### config.mk
export PLATFORM = sky130hd
export DESIGN_NAME = sine_dac_serializer
export DESIGN_NICKNAME = d
export VERILOG_FILES = /design/src/rtl/sine_dac_pkg.sv /design/src/rtl/sine_dac_fifo.sv /design/src/rtl/sine_dac_serializer.sv
export SDC_FILE = /design/constraint.sdc
export NUM_CORES = 1
export LEC_CHECK = 0
export CAP_MARGIN = 15
export CORE_ASPECT_RATIO = 1.1
export CORE_MARGIN = 2
export CORE_UTILIZATION = 55
export DETAILED_ROUTE_END_ITERATION = 10
export GPL_TIMING_DRIVEN = 0
export MAX_ROUTING_LAYER = met4
export PLACE_DENSITY_LB_ADDON = 0.12
export SYNTH_ARGS = -nofsm -noshare
export SYNTH_HDL_FRONTEND = slang
export SYNTH_SLANG_ARGS = --single-unit
### constraint.sdc
create_clock -name clk -period 7.8 [get_ports clk]
set_input_delay 1.56 -clock clk [delete_from_list [all_inputs] [get_ports clk]]
set_output_delay 1.56 -clock clk [all_outputs]
set_load 0.03 [all_outputs]
### src/rtl/sine_dac_pkg.sv
// sine_dac_pkg: FSM states, unity gain constant and saturation helper for sine_dac_serializer.
package sine_dac_pkg;
  typedef enum logic [1:0] {IDLE, SHIFT, GAP} state_t;
  localparam logic [15:0] GAIN_ONE = 16'h8000;
  function automatic logic signed [63:0] saturate(input logic signed [63:0] x, input int w);
    logic signed [63:0] hi, lo;
    hi = (64'sd1 <<< (w - 1)) - 64'sd1;
    lo = -hi - 64'sd1;
    return x > hi ? hi : (x < lo ? lo : x);
  endfunction
endpackage

### src/rtl/sine_dac_fifo.sv
// sine_dac_fifo: synchronous FIFO; head word is always presented on dout from the registered array.
module sine_dac_fifo #(
  parameter int W = 24,
  parameter int DEPTH = 4
) (
  input  logic                     clk,
  input  logic                     reset_n,
  input  logic                     wr_en,
  input  logic [W-1:0]             din,
  input  logic                     rd_en,
  output logic [W-1:0]             dout,
  output logic                     full,
  output logic                     empty,
  output logic [$clog2(DEPTH):0]   level
);
  localparam int AW = $clog2(DEPTH);
  logic [W-1:0] mem [DEPTH];
  logic [AW-1:0] wp, rp;
  logic wr_ok, rd_ok;
  assign full = level == (AW+1)'(DEPTH);
  assign empty = level == '0;
  assign dout = mem[rp];
  // a pop on the same edge frees the slot the write lands in
  assign wr_ok = wr_en && (!full || rd_en);
  assign rd_ok = rd_en && !empty;
  always_ff @(posedge clk)
    if (wr_ok) mem[wp] <= din;
  always_ff @(posedge clk or negedge reset_n) begin
    if (!reset_n) begin
      wp <= '0;
      rp <= '0;
      level <= '0;
    end else begin
      wp <= wp + AW'(wr_ok);
      rp <= rp + AW'(rd_ok);
      level <= level + (AW+1)'(wr_ok) - (AW+1)'(rd_ok);
    end
  end
endmodule

### src/rtl/sine_dac_serializer.sv
// sine_dac_serializer: optional gain (SINE_DAC_GAIN_EN), sample FIFO and MSB-first 3-wire DAC shifter.
module sine_dac_serializer
  import sine_dac_pkg::*;
#(
  parameter int MPR = 24,
  parameter int DEPTH = 4,
  parameter int CLKDIV = 4,
  parameter int GW = 16
) (
  input  logic                     clk,
  input  logic                     reset_n,
  input  logic                     clken,
  input  logic [MPR-1:0]           fsin_i,
  input  logic                     in_valid,
  input  logic [GW-1:0]            gain_i,
  output logic                     dac_sclk,
  output logic                     dac_cs_n,
  output logic                     dac_mosi,
  output logic                     overflow,
  output logic [$clog2(DEPTH):0]   fifo_level,
  output logic                     busy
);
  localparam int DW = $clog2(CLKDIV + 1);
  localparam int TW = $clog2(2 * MPR + 1);
  logic wr_req, full, empty, pop, tick, start;
  logic [MPR-1:0] wr_data, head, sh, sh_n;
  logic [DW-1:0] div, div_n;
  logic [TW-1:0] tog, tog_n;
  logic sclk_n, cs_n_n, mosi_n;
  state_t state, state_n;
`ifdef SINE_DAC_GAIN_EN
  localparam logic signed [MPR+GW:0] RND = (MPR+GW+1)'(1) <<< (GW - 2);
  logic signed [MPR+GW:0] prod, rnd;
  assign prod = (MPR+GW+1)'($signed(fsin_i)) * (MPR+GW+1)'($signed({1'b0, gain_i}));
  assign rnd = (prod + RND) >>> (GW - 1);
  always_ff @(posedge clk or negedge reset_n) begin
    if (!reset_n) begin
      wr_req <= 1'b0;
      wr_data <= '0;
    end else begin
      wr_req <= clken && in_valid;
      wr_data <= MPR'(saturate(64'(rnd), MPR));
    end
  end
`else
  logic unused_gain;
  assign unused_gain = ^gain_i;
  assign wr_req = clken && in_valid;
  assign wr_data = fsin_i;
`endif
  sine_dac_fifo #(.W(MPR), .DEPTH(DEPTH)) u_fifo (
    .clk(clk), .reset_n(reset_n), .wr_en(wr_req), .din(wr_data), .rd_en(pop),
    .dout(head), .full(full), .empty(empty), .level(fifo_level)
  );
  assign tick = div == DW'(CLKDIV - 1);
  // a queued sample chains straight from the end of GAP so the frame period stays (2*MPR+1)*CLKDIV
  assign start = !empty && (state == IDLE || (state == GAP && tick));
  assign busy = !dac_cs_n || state == GAP;
  always_comb begin
    state_n = state;
    sclk_n = dac_sclk;
    cs_n_n = dac_cs_n;
    mosi_n = dac_mosi;
    sh_n = sh;
    div_n = div;
    tog_n = tog;
    pop = 1'b0;
    if (state == SHIFT) begin
      div_n = tick ? '0 : div + 1'b1;
      if (tick) begin
        sclk_n = !dac_sclk;
        tog_n = tog + 1'b1;
        if (dac_sclk && tog == TW'(2 * MPR - 1)) begin
          cs_n_n = 1'b1;
          mosi_n = 1'b0;
          state_n = GAP;
        end else if (dac_sclk) begin
          sh_n = sh << 1;
          mosi_n = sh[MPR-2];
        end
      end
    end else if (state == GAP) begin
      div_n = tick ? '0 : div + 1'b1;
      state_n = tick ? IDLE : GAP;
    end
    if (start) begin
      pop = 1'b1;
      sh_n = head;
      mosi_n = head[MPR-1];
      cs_n_n = 1'b0;
      div_n = '0;
      tog_n = '0;
      state_n = SHIFT;
    end
  end
  always_ff @(posedge clk or negedge reset_n) begin
    if (!reset_n) begin
      state <= IDLE;
      dac_sclk <= 1'b0;
      dac_cs_n <= 1'b1;
      dac_mosi <= 1'b0;
      sh <= '0;
      div <= '0;
      tog <= '0;
      overflow <= 1'b0;
    end else begin
      state <= state_n;
      dac_sclk <= sclk_n;
      dac_cs_n <= cs_n_n;
      dac_mosi <= mosi_n;
      sh <= sh_n;
      div <= div_n;
      tog <= tog_n;
      overflow <= wr_req && full && !pop;
    end
  end
endmodule

Yosys cells after proc, flatten, opt, wreduce, memory -nomap -nowiden
Memory sizes are Yosys's and may differ from the RTL's.
Index checks and enable logic that the tools add are counted.
{ "word_totals": {"reg_bits": 45, "romBits": 0, "mem_count": 1, "ram_bits": 96, "latch_bits": 0} }
{ "mem_list": {"columns": ["name", "depth", "width", "read_ports", "rd_ports_with_merged_regs", "wr", "line_no", "rtl"], "rows": [
  ["u_fifo.mem", 4, 24, 1, 0, 1, "sine_dac_fifo.sv:17", "logic [W-1:0] mem [DEPTH];"]
]} }
{ "op_classes": {"bitwise": 0, "div": 0, "magnitude_cmp": 0, "n_reduce_logical": 30, "shift": 0, "mux": 30, "n_eq_ne": 8, "addsub": 6, "multipliers": 0} }
{ "op_table": {"columns": ["operator", "count"], "rows": [
  ["$mux W23", 5],
  ["$mux W6", 3],
  ["$mux W1", 12],
  ["$mux W2", 6],
  ["$mux W3", 4],
  ["$reduce_and A3 Y1", 3],
  ["$logic_and A1 B1 Y1", 8],
  ["$reduce_bool A2 Y1", 4],
  ["$add A6 B1 Y6 const B", 1],
  ["$eq A6 B6 Y1 const B", 1],
  ["$reduce_bool A3 Y1", 2],
  ["$logic_not A1 Y1", 5],
  ["$add A2 B1 Y2", 2],
  ["$reduce_and A2 Y1", 2],
  ["$reduce_and A4 Y1", 1],
  ["$add A3 B1 Y3", 1],
  ["$add A3 B1 Y3 const B", 1],
  ["$eq A3 B2 Y1 const B", 1],
  ["$eq A3 B3 Y1 const B", 1],
  ["$logic_not A3 Y1", 1],
  ["$logic_or A1 B1 Y1", 3],
  ["$ne A3 B2 Y1 const B", 1],
  ["$ne A3 B3 Y1 const B", 1],
  ["$sub A3 B1 Y3", 1],
  ["other kinds (4)", 4]
]} }

Depth between registers and ports, before layout
Gate-level depths: netlist (run 1).
{ "depth": {"ltp_word": 9, "ltp_mapped": 9} }

Modules after synthesis
From an unflattened synthesis (run 1), not the netlist that was laid out.
{ "hier_totals": {"cells_unflattened": 323, "hier_area_um2": 5740.5} }
{ "by_module_without_submodules": {"columns": ["module", "cells_each", "area_per_inst_um2", "instances"], "rows": [
  ["sine_dac_fifo", 161, 3911.3, 1],
  ["sine_dac_serializer", 162, 1829.3, 1]
]} }

Least setup slack after synthesis (run 1)
OpenSTA, ideal clock, no wires.
{ "synth_timing": {"kind": "input to register", "startpoint": "input clken", "endpoint": "memory u_fifo.mem[1][0], enable pin", "n_path_buf": 0, "slack_ns": 3.681, "cell_stages": 3, "t_arrival_ns": 3.679, "setup_time_ns": 0.440, "cell_sequence": "nand2_1 a31o_2 nor3b_1"} }
{ "synth_between": {"elab_chain_cells": 4} }
{ "synth_lines": {"columns": ["element", "line_no", "rtl"], "rows": [
  ["start, declared", "sine_dac_serializer.sv:12", "input logic clken,"],
  ["$logic_and A1 B1 Y1", "sine_dac_serializer.sv:48", "assign wr_req = clken && in_valid;"],
  ["$logic_and A1 B1 Y1", "sine_dac_fifo.sv:24", "assign wr_ok = wr_en && (!full || rd_en);"],
  ["$mux W1", "sine_dac_fifo.sv:27", "if (wr_ok) mem[wp] <= din;"],
  ["$mux W1 (implied by the code)", "sine_dac_fifo.sv:27", null],
  ["end, declared", "sine_dac_fifo.sv:17", null]
]} }
Every way passes these cells.

Final worst setup path (run 1)
{ "layout_timing": {"startpoint": "register state[1]", "endpoint": "output busy"} }
{ "layout_between": {"elab_chain_cells": 2} }
{ "layout_lines": {"columns": ["element", "line_no", "rtl"], "rows": [
  ["start, declared", "sine_dac_serializer.sv:30", "state_t state, state_n;"],
  ["start signal, assigned", "sine_dac_serializer.sv:107", "state <= state_n;"],
  ["$eq A2 B2 Y1", "sine_dac_serializer.sv:58", "assign busy = !dac_cs_n || state == GAP;"],
  ["$logic_or A1 B1 Y1", "sine_dac_serializer.sv:58", null],
  ["end, declared", "sine_dac_serializer.sv:21", "output logic busy"]
]} }
Every way passes these cells.

==> reports/metrics.cfg, run 1 <==
[clock_network]
post_cts_buffers=0
clock_latency_ns=0.51
cts_tree=done
clock_sinks=141
root_buffer=clkbuf_8
post_cts_resized=0
htree_levels=4
clk_pin_slew_ns=0.06
cts_hold_buf=0
cts_made_buffers=17
clockBufferDepth=2

[drt]
vias=3077
detail_route.first_pass.iterations=4
drc=0
drt_iter0_drc=245
viasPerCell=5.84
routed_wl_um=10500
ant_nets=0
wl_per_cell_um=19.9

[floorplanning]
core_mm2=0.00989
start_util=0.565
die_h_um=110
row_count=38
die_area_mm2=0.0110
ios=52
die_w_um=100

[power_and_ir_drop]
p_leak_nw=2.50
pwr_density_cell_mw_per_mm2=368
vdd_drop_max_v=0.000224

[layout]
areaGrowthSynthToFinish_pct=22.2
n_antenna_cell=0
nets=443
utilization=0.690
drive_above_1_share=0.226

[synth]
yosysWarningCount=0
synthCells=332
synth_top_area_share=0.516
synthTopCellsByArea=edfxtp_1 (52%), dfrtp_1 (20%), mux4_2 (9.7%)
yosysTopAreaCell=edfxtp_1
async_reset_ff_frac=0.319
synth_cell_types=45
ys_dominant_reg_cell=edfxtp_1
synth_edf_count=96
syn-num-nets=381
avgSynthCellArea_um2=16.8
ys_seq_elements=141
synth_area_mm2=0.00558
seq_area_frac_synth=0.718

[timing]
fin_crit_ns=3.49
relSlewSlack=0.495
fin_skew_ns=0.00741
setup_viol_count_final=0
fin_crit_sh=0.447
fmax_ghz=0.287
slew_viol_final=0
rsz0062_at_grt=false
hold_viol_final=0
setup-tns-final_ns=0
worst_pin_slew_ns=0.755

[global_route]
antenna_found_initial=0
gr-total-overflow=0
grt_pass1_wl_um=17300
grt_max_degree=35
grt_pass1_vias=3249
gr-usage-all-layers=0.224

[worst_setup_path]
critPathLaunchType=register
crit_fanout=8
end_kind=primary output
critPathRequiredTime_ns=6.24
cp_top_family=buffers and inverters
ff2ff_path_depth=7
crit_chain=inv_2 > o21ai_0 > clkdlybuf4s50_1
max_stage_delay_ns=0.69
arrival_ns=1.93
reg2reg_from=div[0]$_DFFE_PN0P_
r2r_slack_ns=5.04
crit_slowest_cell=clkdlybuf4s50_1
reg2reg_to=u_fifo.mem[1][6]$_DFFE_PP_
timing.critical_path.buf_inv=2
crit_type=reg2out
crit_start=state[1]$_DFFE_PN0P_

[run_status]
status=completed

[place]
port_buffers=35
gp_congestion=0.862
hpwlAfterDp_um=7020

[hold_path]
hp-class=reg2reg
hold_depth=2
hold-path-endpoint=sh[10]$_DFFE_PN0P_
hold_start=sh[10]$_DFFE_PN0P_

[run]
drv_cap=0

## Yosys cell counts (4+ instances only)
cell       n
a21oi_1    8
edfxtp_1  96
nor3_1    13
xor2_1     5
nand3_1    8
buf_2      9
nand2_1   20
inv_1      6
ha_1       4
dfrtp_1   44
xnor2_1    7
o22ai_1   12
buf_6      5
a22oi_1    8
o21ai_1    5
nor2_1    24
mux4_2    24
## placed cells by master, fill, tap and decap left out, drive strengths merged, types with 2 or more instances in the layout
master / count
a21oi: 8
a22oi: 8
and3: 2
buf: 24
bufinv: 5
clkbuf: 19
clkdlybuf4s50: 34
clkinv: 9
dfrtp: 44
edfxtp: 96
ha: 4
inv: 8
mux2: 2
mux4: 24
nand2: 21
nand3: 8
nand4: 2
nor2: 24
nor3: 13
nor3b: 3
o21ai: 7
o22ai: 12
or3: 2
xnor2: 7
xor2: 5
## worst reg2reg max path, stage by stage, from the launching register on
cell and delay (ns):
dfrtp_1 0.36, ha_1 0.24, and2b_1 0.27, o21ai_1 0.14
a31o_2 0.30, nor3b_2 0.65, buf_6 0.26, buf_4 0.23
## flip-flops by register name, indices dropped and copies added, names as in the netlist
| name | flops |
|---|---|
| u_fifo.mem | 96 |
| sh | 23 |
| tog | 6 |
| div | 3 |
| u_fifo.level | 3 |
| state | 2 |
| u_fifo.rp | 2 |
| u_fifo.wp | 2 |
| dac_cs_n | 1 |
| dac_mosi | 1 |
| dac_sclk | 1 |
| overflow | 1 |
## logic make-up after synthesis
| group | after synthesis | share of synthesized area |
|---|---|---|
| flops | 141 | 0.718 |
| simple gates | 80 | 0.0699 |
| compound gates | 43 | 0.0524 |
| mux | 27 | 0.103 |
| buf+inv | 24 | 0.0255 |
| xor+xnor | 12 | 0.0188 |
| fa+ha+maj | 5 | 0.0125 |
## final cells by class
| type | instances | area, um^2 |
|---|---|---|
| well taps | 120 | 150 |
| inverters | 8 | 30.0 |
| clock buffers | 18 | 418 |
| fillers | 678 | 3070 |
| plain buffers | 16 | 113 |
| repair buffers | 43 | 457 |
| multi-input cells | 167 | 1450 |
| clock inverters | 14 | 199 |
| flip-flops and latches | 141 | 4010 |
## per-layer routing
layer / GRT usage / vias up / wire length [um]
li1: - / 1404 / -
met1: 0.294 / 1564 / 4330
met5: - / - / 0
met4: 0.0920 / 0 / 260
met3: 0.0604 / 15 / 520
met2: 0.339 / 94 / 5400
## stage by stage
step           instance area, um^2  instances  power, mW  worst slack, ns  hold WS [ns]
2_1_floorplan                 5580        332       1.49             3.68         0.460
3_3_place_gp                  6080        487       1.66             1.52         0.474
3_5_place_dp                  6210        495       1.70             3.97         0.491
4_1_cts                       6820        527       2.53             4.27         0.504
5_1_grt                       6820        527       2.64             4.18         0.539
6_report                      6820        527       2.51             4.31         0.504
## worst max path at each step
stage | endpoint | slack (ns) | cells past startpoint
finish | busy | 4.31 | 3
global route | busy | 4.18 | 3
CTS | busy | 4.27 | 3
detailed placement | u_fifo.mem[1][14]$_DFFE_PP_ | 3.97 | 6
global placement | u_fifo.mem[1][6]$_DFFE_PP_ | 1.52 | 4
floorplan | u_fifo.mem[1][0]$_DFFE_PP_ | 3.68 | 3
## power by group
part           switching (mW)  internal [mW]
Combinational           0.323          0.306
Sequential             0.0862          0.961
Clock                   0.287          0.546
Total                   0.696           1.81
Note: power is estimated with default switching activity, not from simulation.
==> run 2, diff against run 1 <==
--- a/config.mk
+++ b/config.mk
@@ -8,7 +8,7 @@
 export CAP_MARGIN = 15
 export CORE_ASPECT_RATIO = 1.1
 export CORE_MARGIN = 2
-export CORE_UTILIZATION = 55
+export CORE_UTILIZATION = 51
 export DETAILED_ROUTE_END_ITERATION = 10
 export GPL_TIMING_DRIVEN = 0
 export MAX_ROUTING_LAYER = met4
==> constraint.sdc (replaced) <==
create_clock -name clk -period 2.8 [get_ports clk]
set_input_delay 0.56 -clock clk [delete_from_list [all_inputs] [get_ports clk]]
set_output_delay 0.56 -clock clk [all_outputs]
set_load 0.03 [all_outputs]
==> run 2 against run 1 <==
  * Via count fell by 0.39%
  * Register-to-register slack worse by 4.9 ns
  * Die area is 7.5% higher
  * Largest cell class unchanged
  * Highest routed layer unchanged
  * Wire length is 0.45% higher
  * Sequential power rose to 2.8 times the previous value
  * Power grew to 2.8 times the previous value
  * Count of clock-buffer cells in the layout up 1
  * First-iteration DRC count shrank 5.3%
==> reports/metrics.cfg, run 2 (synthesized netlist as in run 1, its figures left out) <==
[floorplanning]
die_h_um=114  ; +3.7%
die_area_mm2=0.0118  ; +7.5%
row_count=40  ; +5.3%
start_util=0.517  ; -0.0481
die_w_um=104  ; +3.7%
ios=52  ; unchanged
core_mm2=0.0108  ; +9.3%

[run_status]
status=completed

[drt]
wl_met2_um=5440  ; +0.72%
vias=3065  ; -0.39%
drc=0  ; unchanged
drt_iter0_drc=232  ; -5.3%
detail_route.first_pass.iterations=4  ; unchanged
highest_layer=met4
wl_met3_um=381  ; -27%
wl_per_cell_um=19.1  ; -4.1%
routed_wl_um=10600  ; +0.45%
wl_met1_um=4470  ; +3.4%
ant_nets=0  ; unchanged
viasPerCell=5.55  ; -4.9%

[global_route]
gr-usage-all-layers=0.202  ; -0.0227
grt_pass1_vias=3207  ; -1.3%
grt_pass1_wl_um=16900  ; -2.4%
grt_max_degree=40  ; +14%
gr-total-overflow=0  ; unchanged
antenna_found_initial=0  ; unchanged

[power_and_ir_drop]
p_leak_nw=2.50  ; +0.24%
p_total_mw=7.09  ; +180%
vdd_drop_max_v=0.000658  ; +190%
pwr_density_cell_mw_per_mm2=1030  ; +180%

[layout]
final_area_mm2=0.00690  ; +1.2%
n_antenna_cell=0  ; unchanged
final_common_cell=edfxtp_1
drive_above_1_share=0.220  ; -0.00629
largest_reg_flops=96  ; unchanged
nets=441  ; -0.45%
areaGrowthSynthToFinish_pct=23.6
final_cell_mix=edfxtp_1 (96), dfrtp_1 (44), clkdlybuf4s50_1 (34)
largestRegisters=u_fifo.mem x96, sh x23, tog x6
top_register=u_fifo.mem

[worst_setup_path]
crit_chain=ha_1 > and2b_1 > o21ai_1 > a31o_2 > inv_1 > and3_1 > buf_16
max_stage_delay_ns=0.59  ; -0.10 ns
crit_fanout=16  ; +8
arrival_ns=2.74  ; +0.81 ns
critPathRequiredTime_ns=2.93  ; -3.31 ns
end_kind=register
crit_slowest_cell=and3_1
critPathLaunchType=register
timing.critical_path.buf_inv=2  ; unchanged
crit_type=reg2reg
cp_top_family=simple AND/OR/NAND/NOR gates

[timing]
whs_ns=0.509  ; +0.00488 ns
slew_viol_final=0  ; unchanged
setup_viol_count_final=0  ; unchanged
fmax_ghz=0.383
fin_skew_ns=0.00478  ; -0.00264 ns
relSlewSlack=0.532  ; +0.0368
fin_crit_sh=0.933
rsz0062_at_grt=false
setup-tns-final_ns=0  ; unchanged
hold_viol_final=0  ; unchanged
fin_crit_ns=2.61
worst_pin_slew_ns=0.702  ; -0.0527 ns

[clock_network]
cts_tree=done
cts_made_buffers=17  ; unchanged
clock_latency_ns=0.42  ; -0.09 ns
clock_sinks=141  ; unchanged
clockBufferDepth=2  ; unchanged
root_buffer=clkbuf_16
clk_pin_slew_ns=0.06  ; about the same
htree_levels=4  ; unchanged

[place]
port_buffers=35  ; unchanged
hpwlAfterDp_um=6800  ; -3.2%
gp_congestion=0.859  ; -0.38%
dpl_cell_area_mm2=0.00626  ; +0.95%

[hold_path]
hp-class=in2async

[run]
drv_cap=0  ; unchanged

-- run 2: cell count changes in the layout (fill, tap and decap cells not counted), sizes merged --
cell         delta
buf             -3
clkbuf          +1
clkinv          -3
clkinvlp        +2
dlygate4sd3     +1
-- run 2: layout make-up --
type | count | area [um^2]
plain buffers | 16 | 113
clock buffers | 19 | 433
clock inverters | 13 | 196
fillers | 793 | 3910
inverters | 8 | 30.0
multi-input cells | 167 | 1470
flip-flops and latches | 141 | 4010
well taps | 147 | 184
repair buffers | 41 | 473
-- run 2: what timing repair did --
| action | in CTS | in global routing |
|---|---|---|
| hold buffers | 1 | 0 |
| buffers inserted | 0 | 0 |
| gates resized for setup | 0 | 0 |
| endpoints found under the hold margin | 6 | 0 |
-- run 2: routing by layer --
| layer | global-route usage | vias up |
|---|---|---|
| met1 | 0.234 | 1585 |
| li1 | - | 1400 |
| met3 | 0.0577 | 19 |
| met5 | - | - |
| met4 | 0.0847 | 0 |
| met2 | 0.334 | 61 |
-- run 2: final timing paths --
check,cells past startpoint,endpoint,start,slack (ns)
worst min register to register,2,dac_mosi$_DFFE_PN0P_,dac_mosi$_DFFE_PN0P_,0.51
max in group asynchronous,3,dac_cs_n$_DFFE_PN1P_,reset_n,1.78
worst max register to register,7,u_fifo.mem[3][5]$_DFFE_PP_,div[0]$_DFFE_PN0P_,0.19
worst max-delay path,7,u_fifo.mem[3][5]$_DFFE_PP_,div[0]$_DFFE_PN0P_,0.19
min in group clk,2,dac_mosi$_DFFE_PN0P_,dac_mosi$_DFFE_PN0P_,0.51
worst min-delay path,2,u_fifo.wp[0]$_DFF_PN0_,reset_n,0.51
-- run 2: where the power goes --
group / switching, mW / internal (mW) / total, mW
registers: 0.256 / 2.68 / 2.93
logic: 0.894 / 0.867 / 1.76
clock network: 0.827 / 1.57 / 2.39
total: 1.98 / 5.11 / 7.09
-- run 2: stage by stage --
| step | worst slack (ns) | std cells | util |
|---|---|---|---|
| floorplan | 0.244 | 332 | - |
| global placement | -0.866 | 514 | 0.567 |
| detailed placement | 0.137 | 519 | 0.580 |
| CTS | 0.122 | 552 | 0.639 |
| global route | 0.0122 | 552 | 0.639 |
| finish | 0.188 | 552 | 0.639 |
